### src/rtl/iob_soc_sut_bringup_ctrl.sv
// ---------------------------------------------------------------------------
// iob_soc_sut_bringup_ctrl
//
// Bring-up sequencer for the SoC under test. After reset it sequences the
// DDR3 controller (reset pulse, PLL lock, calibration), then the Ethernet
// PHY (reset pulse, settle time), and finally releases the SoC system reset.
// DDR failures or timeouts are retried a bounded number of times before the
// controller parks in a sticky failure state. With EXTMEM=0 the DDR part of
// the sequence is skipped entirely.
//
// Ports:
//   clk_i            single clock
//   arst_n_i         asynchronous active-low reset
//   pll_locked_i     DDR PLL lock (asynchronous, synchronized here)
//   init_done_i      DDR controller init done (asynchronous, synchronized here)
//   cal_fail_i       DDR calibration failure (asynchronous, synchronized here)
//   ddr_resetn_o     DDR controller reset, active-low
//   eth_phy_resetn_o Ethernet PHY reset, active-low
//   sys_rst_o        SoC system reset, active-high
//   ready_o          system running
//   fail_o           bring-up failed (sticky until arst_n_i)
//   state_o          current state encoding
//   retry_cnt_o      DDR retries since the last entry to ST_RUN
// ---------------------------------------------------------------------------
module iob_soc_sut_bringup_ctrl #(
  parameter int EXTMEM          = 1,
  parameter int CNT_W           = 21,
  parameter int DDR_RST_CYCLES  = 16,
  parameter int TIMEOUT_CYCLES  = 1048576,
  parameter int PHY_RST_CYCLES  = 1000,
  parameter int PHY_WAIT_CYCLES = 2000,
  parameter int MAX_RETRY       = 3
) (
  input  logic       clk_i,
  input  logic       arst_n_i,
  input  logic       pll_locked_i,
  input  logic       init_done_i,
  input  logic       cal_fail_i,
  output logic       ddr_resetn_o,
  output logic       eth_phy_resetn_o,
  output logic       sys_rst_o,
  output logic       ready_o,
  output logic       fail_o,
  output logic [2:0] state_o,
  output logic [1:0] retry_cnt_o
);

  typedef enum logic [2:0] {
    ST_RST       = 3'd0,
    ST_DDR_RST   = 3'd1,
    ST_WAIT_LOCK = 3'd2,
    ST_WAIT_CAL  = 3'd3,
    ST_PHY_RST   = 3'd4,
    ST_PHY_WAIT  = 3'd5,
    ST_RUN       = 3'd6,
    ST_FAIL      = 3'd7
  } state_t;

  // A timed state of N cycles exits on the cycle its counter reads N-1.
  localparam logic [CNT_W-1:0] DDR_RST_LAST  = CNT_W'(DDR_RST_CYCLES - 1);
  localparam logic [CNT_W-1:0] TIMEOUT_LAST  = CNT_W'(TIMEOUT_CYCLES - 1);
  localparam logic [CNT_W-1:0] PHY_RST_LAST  = CNT_W'(PHY_RST_CYCLES - 1);
  localparam logic [CNT_W-1:0] PHY_WAIT_LAST = CNT_W'(PHY_WAIT_CYCLES - 1);
  localparam logic [1:0]       RETRY_LIMIT   = 2'(MAX_RETRY);
  localparam bit               USE_DDR       = (EXTMEM != 0);

  state_t           state_q, state_d;
  logic [CNT_W-1:0] cnt_q, cnt_d;
  logic [1:0]       retry_q, retry_d;
  logic             take_retry;

  logic [1:0] lock_sync, done_sync, cal_fail_sync;
  logic       lock_s, done_s, cal_fail_s;

  logic ddr_resetn_q, eth_phy_resetn_q, sys_rst_q, ready_q, fail_q;
  logic ddr_resetn_d, eth_phy_resetn_d, sys_rst_d, ready_d, fail_d;

  // Two-flop synchronizers for the asynchronous DDR status inputs. Bit 0 is
  // the metastability-catching stage; only bit 1 is used by the FSM.
  always_ff @(posedge clk_i or negedge arst_n_i) begin
    if (!arst_n_i) begin
      lock_sync     <= 2'b00;
      done_sync     <= 2'b00;
      cal_fail_sync <= 2'b00;
    end else begin
      lock_sync     <= {lock_sync[0], pll_locked_i};
      done_sync     <= {done_sync[0], init_done_i};
      cal_fail_sync <= {cal_fail_sync[0], cal_fail_i};
    end
  end

  assign lock_s     = lock_sync[1];
  assign done_s     = done_sync[1];
  assign cal_fail_s = cal_fail_sync[1];

  // Next-state logic. Every DDR failure (calibration error, timeout, loss of
  // lock/init while running) funnels into a single retry decision at the end
  // so the retry budget is handled in exactly one place.
  always_comb begin
    state_d    = state_q;
    retry_d    = retry_q;
    take_retry = 1'b0;

    unique case (state_q)
      ST_RST: begin
        state_d = USE_DDR ? ST_DDR_RST : ST_PHY_RST;
      end
      ST_DDR_RST: begin
        if (cnt_q == DDR_RST_LAST) begin
          state_d = ST_WAIT_LOCK;
        end
      end
      ST_WAIT_LOCK: begin
        if (lock_s) begin
          state_d = ST_WAIT_CAL;
        end else if (cnt_q == TIMEOUT_LAST) begin
          take_retry = 1'b1;
        end
      end
      ST_WAIT_CAL: begin
        // Calibration failure outranks a simultaneous init_done.
        if (cal_fail_s) begin
          take_retry = 1'b1;
        end else if (done_s) begin
          state_d = ST_PHY_RST;
        end else if (cnt_q == TIMEOUT_LAST) begin
          take_retry = 1'b1;
        end
      end
      ST_PHY_RST: begin
        if (cnt_q == PHY_RST_LAST) begin
          state_d = ST_PHY_WAIT;
        end
      end
      ST_PHY_WAIT: begin
        if (cnt_q == PHY_WAIT_LAST) begin
          state_d = ST_RUN;
        end
      end
      ST_RUN: begin
        if (USE_DDR && (!lock_s || !done_s)) begin
          take_retry = 1'b1;
        end
      end
      ST_FAIL: begin
        state_d = ST_FAIL;
      end
      default: begin
        state_d = ST_RST;
      end
    endcase

    if (take_retry) begin
      if (retry_q < RETRY_LIMIT) begin
        retry_d = retry_q + 2'd1;
        state_d = ST_DDR_RST;
      end else begin
        state_d = ST_FAIL;
      end
    end

    // A successful bring-up forgives all previous retries.
    if ((state_d == ST_RUN) && (state_q != ST_RUN)) begin
      retry_d = 2'd0;
    end
  end

  // Shared cycle counter. It restarts on every state change except the
  // WAIT_LOCK -> WAIT_CAL step, so the DDR timeout covers both waits
  // together. It saturates rather than wrapping in untimed states.
  always_comb begin
    cnt_d = cnt_q;
    if ((state_d != state_q) &&
        !((state_q == ST_WAIT_LOCK) && (state_d == ST_WAIT_CAL))) begin
      cnt_d = '0;
    end else if (cnt_q != {CNT_W{1'b1}}) begin
      cnt_d = cnt_q + CNT_W'(1);
    end
  end

  // Output decode from the next state, so the registered outputs change on
  // the same edge as the state register and never glitch.
  always_comb begin
    sys_rst_d        = (state_d != ST_RUN);
    ready_d          = (state_d == ST_RUN);
    fail_d           = (state_d == ST_FAIL);
    ddr_resetn_d     = !(state_d inside {ST_RST, ST_DDR_RST, ST_FAIL});
    eth_phy_resetn_d = (state_d inside {ST_PHY_WAIT, ST_RUN});
  end

  // State, counter and retry registers.
  always_ff @(posedge clk_i or negedge arst_n_i) begin
    if (!arst_n_i) begin
      state_q <= ST_RST;
      cnt_q   <= '0;
      retry_q <= 2'd0;
    end else begin
      state_q <= state_d;
      cnt_q   <= cnt_d;
      retry_q <= retry_d;
    end
  end

  // Registered outputs; reset values hold every downstream block in reset.
  always_ff @(posedge clk_i or negedge arst_n_i) begin
    if (!arst_n_i) begin
      sys_rst_q        <= 1'b1;
      ready_q          <= 1'b0;
      fail_q           <= 1'b0;
      ddr_resetn_q     <= 1'b0;
      eth_phy_resetn_q <= 1'b0;
    end else begin
      sys_rst_q        <= sys_rst_d;
      ready_q          <= ready_d;
      fail_q           <= fail_d;
      ddr_resetn_q     <= ddr_resetn_d;
      eth_phy_resetn_q <= eth_phy_resetn_d;
    end
  end

  assign sys_rst_o        = sys_rst_q;
  assign ready_o          = ready_q;
  assign fail_o           = fail_q;
  assign ddr_resetn_o     = ddr_resetn_q;
  assign eth_phy_resetn_o = eth_phy_resetn_q;
  assign state_o          = state_q;
  assign retry_cnt_o      = retry_q;

endmodule

### config.mk
export PLATFORM = sky130hd
export DESIGN_NAME = iob_soc_sut_bringup_ctrl
export DESIGN_NICKNAME = d
export VERILOG_FILES = /design/src/rtl/iob_soc_sut_bringup_ctrl.sv
export SDC_FILE = /design/constraint.sdc
export NUM_CORES = 1
export LEC_CHECK = 0
export ABC_AREA = 1
export BUFFER_PORTS_ARGS = -buffer_cell sky130_fd_sc_hd__buf_4
export CORE_AREA = 4 4 71 73
export DETAILED_ROUTE_END_ITERATION = 10
export DIE_AREA = 0 0 75 77
export PLACE_DENSITY_LB_ADDON = 0.08
export SYNTH_ARGS = -nofsm -noshare
export SYNTH_HDL_FRONTEND = slang
export SYNTH_SLANG_ARGS = --single-unit
### constraint.sdc
create_clock -name clk_i -period 2 [get_ports clk_i]
set_input_delay 0.6 -clock clk_i [delete_from_list [all_inputs] [get_ports clk_i]]
set_output_delay 0.6 -clock clk_i [all_outputs]
set_load 0.1 [all_outputs]
=== Word level (Yosys, flattened, before mapping) ===
Index checks and enable logic that the tools add are counted.

* Bits in registers: 37
* Word-level logic and storage cells: 70

* $add $sub $neg: 2
* Magnitude comparators: 1
* Equal/unequal tests: 20
* Muxes and demuxes: 20
* Reductions and logical operators: 16

{| class="wikitable"
|+ Operators with widths
! kind !! count
|-
| 21-bit two-way mux || 2
|-
| 3-bit two-way mux || 8
|-
| 21-bit by 1-bit adder with 21-bit output (second input constant) || 1
|-
| 21-bit by 10-bit == test with 1-bit output (second input constant) || 1
|-
| 21-bit by 11-bit == test with 1-bit output (second input constant) || 1
|-
| 21-bit by 20-bit == test with 1-bit output (second input constant) || 1
|-
| 21-bit by 4-bit == test with 1-bit output (second input constant) || 1
|-
| 3-bit == test (second input constant) || 7
|-
| 21-bit inequality test (second input constant) || 1
|-
| 3-bit case mux with 7 select lines || 1
|-
| 3-bit by 2-bit == test with 1-bit output (second input constant) || 3
|-
| 2-bit nonzero test || 4
|-
| 3-bit by 1-bit == test with 1-bit output (second input constant) || 2
|-
| 3-bit zero test || 2
|-
| 2-bit two-way mux || 3
|-
| 3-bit inequality test (second input constant) || 2
|-
| 1-bit two-way mux || 5
|-
| 1-bit zero test || 4
|-
| 1-bit logical AND || 3
|-
| 3-bit inequality test || 1
|-
| 1-bit case mux with 3 select lines || 1
|-
| 3-bit nonzero test || 1
|-
| 2-bit by 1-bit adder with 2-bit output (second input constant) || 1
|-
| 2-bit less-than comparator (second input constant) || 1
|-
| 2 further kinds || 2
|}

=== Logic depth before layout (Yosys ltp) ===
* Depth after elaboration: 11
* Mapped depth: 16
* Depth with buffers taken out: 16

=== Worst setup path before layout ===
No wires, ideal clock.

* Path kind: reg2reg
* Start: reg state_q[1], in the netlist state_o[1]
* End: reg cnt_q[0]
* Library setup time: 0.076 ns
* Arrival time: 2.329 ns
* Path slack: -0.405 ns
* Cell stages (with the launch flop): 15
* Period minus slack after synthesis: 2.405 ns
* Path through: dfrtp_1 > buf_2 > inv_1 > nor3b_1 > nand3_1 > nand2_1 > inv_2 > nand2_4 > inv_2 > nand2_2 > nand2_1 > nand2_2 > nand3_4 > buf_6 > a21oi_2

{| class="wikitable"
|+ RTL lines
! element !! RTL line !! source
|-
| start: declaration || 67 || <nowiki>state_t state_q, state_d;</nowiki>
|-
| start signal: assignment || 198 || <nowiki>state_q <= state_d;</nowiki>
|-
| 3-bit == test, or another cell as far along || 104 || <nowiki>unique case (state_q)</nowiki>
|-
| 3-bit case mux with 7 select lines / 1-bit case mux with 3 select lines (equally long branches) || 104 ||
|-
| 3-bit two-way mux * || 153 || <nowiki>if (take_retry) begin</nowiki>
|-
| named net state_d[0] || 67 ||
|-
| 3-bit by 2-bit == test with 1-bit output || 174 || <nowiki>!((state_q == ST_WAIT_LOCK) && (state_d == ST_WAIT_CAL))) begin</nowiki>
|-
| 1-bit logical AND || 174 ||
|-
| 1-bit zero test || 174 ||
|-
| 1-bit logical AND * || 173 || <nowiki>if ((state_d != state_q) &&</nowiki>
|-
| 21-bit two-way mux / 2-bit nonzero test (equally long branches) || -- ||
|-
| end signal: assignment || 199 || <nowiki>cnt_q <= cnt_d;</nowiki>
|-
| end: declaration || 68 || <nowiki>logic [CNT_W-1:0] cnt_q, cnt_d;</nowiki>
|}

The timed path passes the listed nets; every way through them passes the cells marked *.
A chain may end at the register's enable or synchronous reset.

=== Final worst setup path ===
* Start: reg cnt_q[1]
* End: reg cnt_q[1]

* Longest elaborated chain between the ends: 11

{| class="wikitable"
|+ Ends and longest elaborated chain
! element !! RTL line !! source
|-
| 21-bit by 20-bit == test with 1-bit output || 116, 126 ||
|-
| 1-bit two-way mux || 116, 126 ||
|-
| 1-bit two-way mux || 124 || <nowiki>end else if (done_s) begin</nowiki>
|-
| 1-bit two-way mux || 122 || <nowiki>if (cal_fail_s) begin</nowiki>
|-
| 1-bit case mux with 3 select lines || 104 ||
|-
| 3-bit two-way mux * || 153 ||
|-
| named net state_d[0] || 67 ||
|-
| 3-bit by 2-bit == test with 1-bit output || 174 ||
|-
| 1-bit logical AND || 174 ||
|-
| 1-bit zero test || 174 ||
|-
| 1-bit logical AND * || 173 ||
|-
| 21-bit two-way mux / 2-bit nonzero test (equally long branches) || -- ||
|}

The timed path passes the listed nets; every way through them passes the cells marked *. The select of a mux whose other input is x is not followed.

==> reports/results.ini <==
[placed_design]
place_congestion=0.867
dp.cells=362
io_buffers=14
detailed_place_hpwl_mm=3.58

[yosys]
synth_top_area_share_pct=41.6
avgSynthCellArea_um2=8.02
netlist_area_mm2=0.00217
synth_area_leader_cell=dfrtp_1
yosys_register_bits=37
syn_nets=277
dominantRegCellSynth=dfrtp_1
synth.distinct_cells=32
synthMostInstantiatedCell=nand2_1
yosys-top-cells-count=57 x nand2_1, 38 x inv_1, 36 x dfrtp_1
yosys_warnings=0
ys_seq_area_share_pct=42.8
synth_cells=270
async_flop_share_pct=100
synth-edff-count=0
synth.area.top_cells=dfrtp_1 42%, nand2_1 9.9%, a21oi_2 8.1%

[timing]
slew_violations=0
slew_headroom_pct=68.8
setup_viol=0
timing.hold.ws_ps=248
timing.setup.tns_ps=0
min_period_ps=2000
fmax_mhz=500
hold_violations=0
finalClockSkew_ps=8.34
min_period_over_period_pct=99.9
rsz0062_at_grt=true
tightest_slew_ps=467

[critical_path]
cp.required_ps=2170
worstPathMaxFanout=13
crit_type=reg -> reg
worstSetupEndpointType=flop
crit_arrival_ps=2170
startpoint_type=flop

[clocking]
clock_latency_ps=300
cts_tree=built
max-clock-path-buffers=2
htree_levels=2
cts_buffers=5
clk_pin_slew_ps=80
cts_root_buf=clkbuf_8
clock-sinks=37

[grt]
grt_pass1_vias=1828
antenna_found_initial=0
grt_max_degree=38
grt_pass1_wl_mm=8.43
track_usage_pct=18.6
grt.overflow.total=0

[route]
wl_per_cell_um=12.9
route.antenna.remaining_nets=0
wl_mm=4.86
drt_iter0_drc=89
drc_errors=0
first_pass_iters=4
via_per_inst=4.91
dr_total_vias=1847

[layout]
utilization_pct=65.1
n_antenna_cell=0
final_nets=330
final-instance-count-excl-fill=376
area_growth_pct=30.8
layout-drive-gt1-share_pct=39.2

[run_status]
status=finished clean

[floorplan]
start_util_pct=49.7
io_pins=15
rows=24
fp.dieH_um=77
core_mm2=0.00435
die_area_mm2=0.00578
die_width_um=75

[pwr]
p_leak_uw=0.00130
powerDensity_mw_per_mm2=1320
vdd_drop_max_v=0.00108

[run]
maxCapViolCount=0

[min_path]
hold_path.class=in -> async

## cell type report
| cell class | instances | area [um^2] |
|---|---|---|
| fillers | 362 | 1520 |
| multi-input cells | 184 | 1140 |
| flip-flops and latches | 37 | 936 |
| repair buffers | 53 | 423 |
| inverters | 42 | 158 |
| clock buffers | 5 | 68.8 |
| well taps | 52 | 65.1 |
| clock inverters | 3 | 46.3 |
## kinds of logic (layout without fill, tap and decap cells)
| logic type | after synthesis | count (layout) | share of synthesized area, % |
|---|---|---|---|
| simple gates | 133 | 133 | 28.4 |
| buf+inv | 49 | 103 | 9.47 |
| flops | 37 | 37 | 42.8 |
| compound gates | 32 | 32 | 11.2 |
| xor+xnor | 16 | 16 | 6.47 |
| fa+ha+maj | 2 | 2 | 1.16 |
| mux | 1 | 1 | 0.462 |
## state kept, by name, indices dropped and copies added, names as in the netlist, 2 cells and up
signal,cells
state_o,3
retry_cnt_o,2
done_sync,2
cnt_q,21
lock_sync,2
cal_fail_sync,2
## per-stage QoR
stage               area [um^2]  setup slack, ps  total power (uW)
floorplan                  2190             5.08              2460
global placement           2570            -49.2              2970
detailed placement         2570            -77.3              2970
CTS                        2730             4.32              3660
global route               2830             -116              3940
finish                     2830             1.39              3730
## final timing paths
path	startpoint	endpoint	slack [ps]	cells after the start
min in group clk_i	done_sync[0]	done_sync[1]	340	0
max in group asynchronous	arst_n_i	state_o[2]	1390	1
min reg2reg	done_sync[0]	done_sync[1]	340	0
min	arst_n_i	cnt_q[16]	250	1
max reg2reg	cnt_q[1]	cnt_q[1]	1	15
max	cnt_q[1]	cnt_q[1]	1	15
## cell usage in the layout, fill, tap and decap left out, drive strengths merged, types with 2 or more instances in the layout
master,instances
nor2,33
ha,2
nand3,19
a21oi,22
inv,42
nor4,3
nand2,65
nand4,7
clkbuf,5
xor2,15
o21ai,6
nor3,4
a31oi,2
buf,53
dfrtp,36
## where the power goes
| group | switching, uW | internal, uW |
|---|---|---|
| combinational | 1430 | 663 |
| sequential | 105 | 868 |
| clock | 297 | 373 |
| total | 1830 | 1900 |
## critical path, stage by stage, from the launching register on
cell,delay [ps]
dfrtp_1,360
ha_2,210
nand2_4,70
nor2_4,160
nand2_2,80
nor2_2,110
nand2_1,60
nand2_1,60
nand2_1,60
nor2_2,160
nand2_2,90
nand2_2,70
nand2_2,60
nand3_4,100
buf_12,160
a21oi_2,60
## layer usage
metal | global-route usage, % | wire length [um] | vias up
met5 | 0 | 0 | -
met3 | 4.58 | 148 | 7
met1 | 27.2 | 2400 | 858
li1 | - | - | 961
met4 | 5.52 | 55 | 0
met2 | 26.8 | 2250 | 21
## timing repair
| action | CTS | global route |
|---|---|---|
| hold buffers | 0 | 0 |
| gates resized for setup | 10 | 21 |
| gates cloned | 0 | 0 |
| endpoints found under the setup margin | 22 | 25 |
| pin swaps | 0 | 12 |
| buffers inserted | 2 | 4 |
Power figures use the tool's default switching activity.
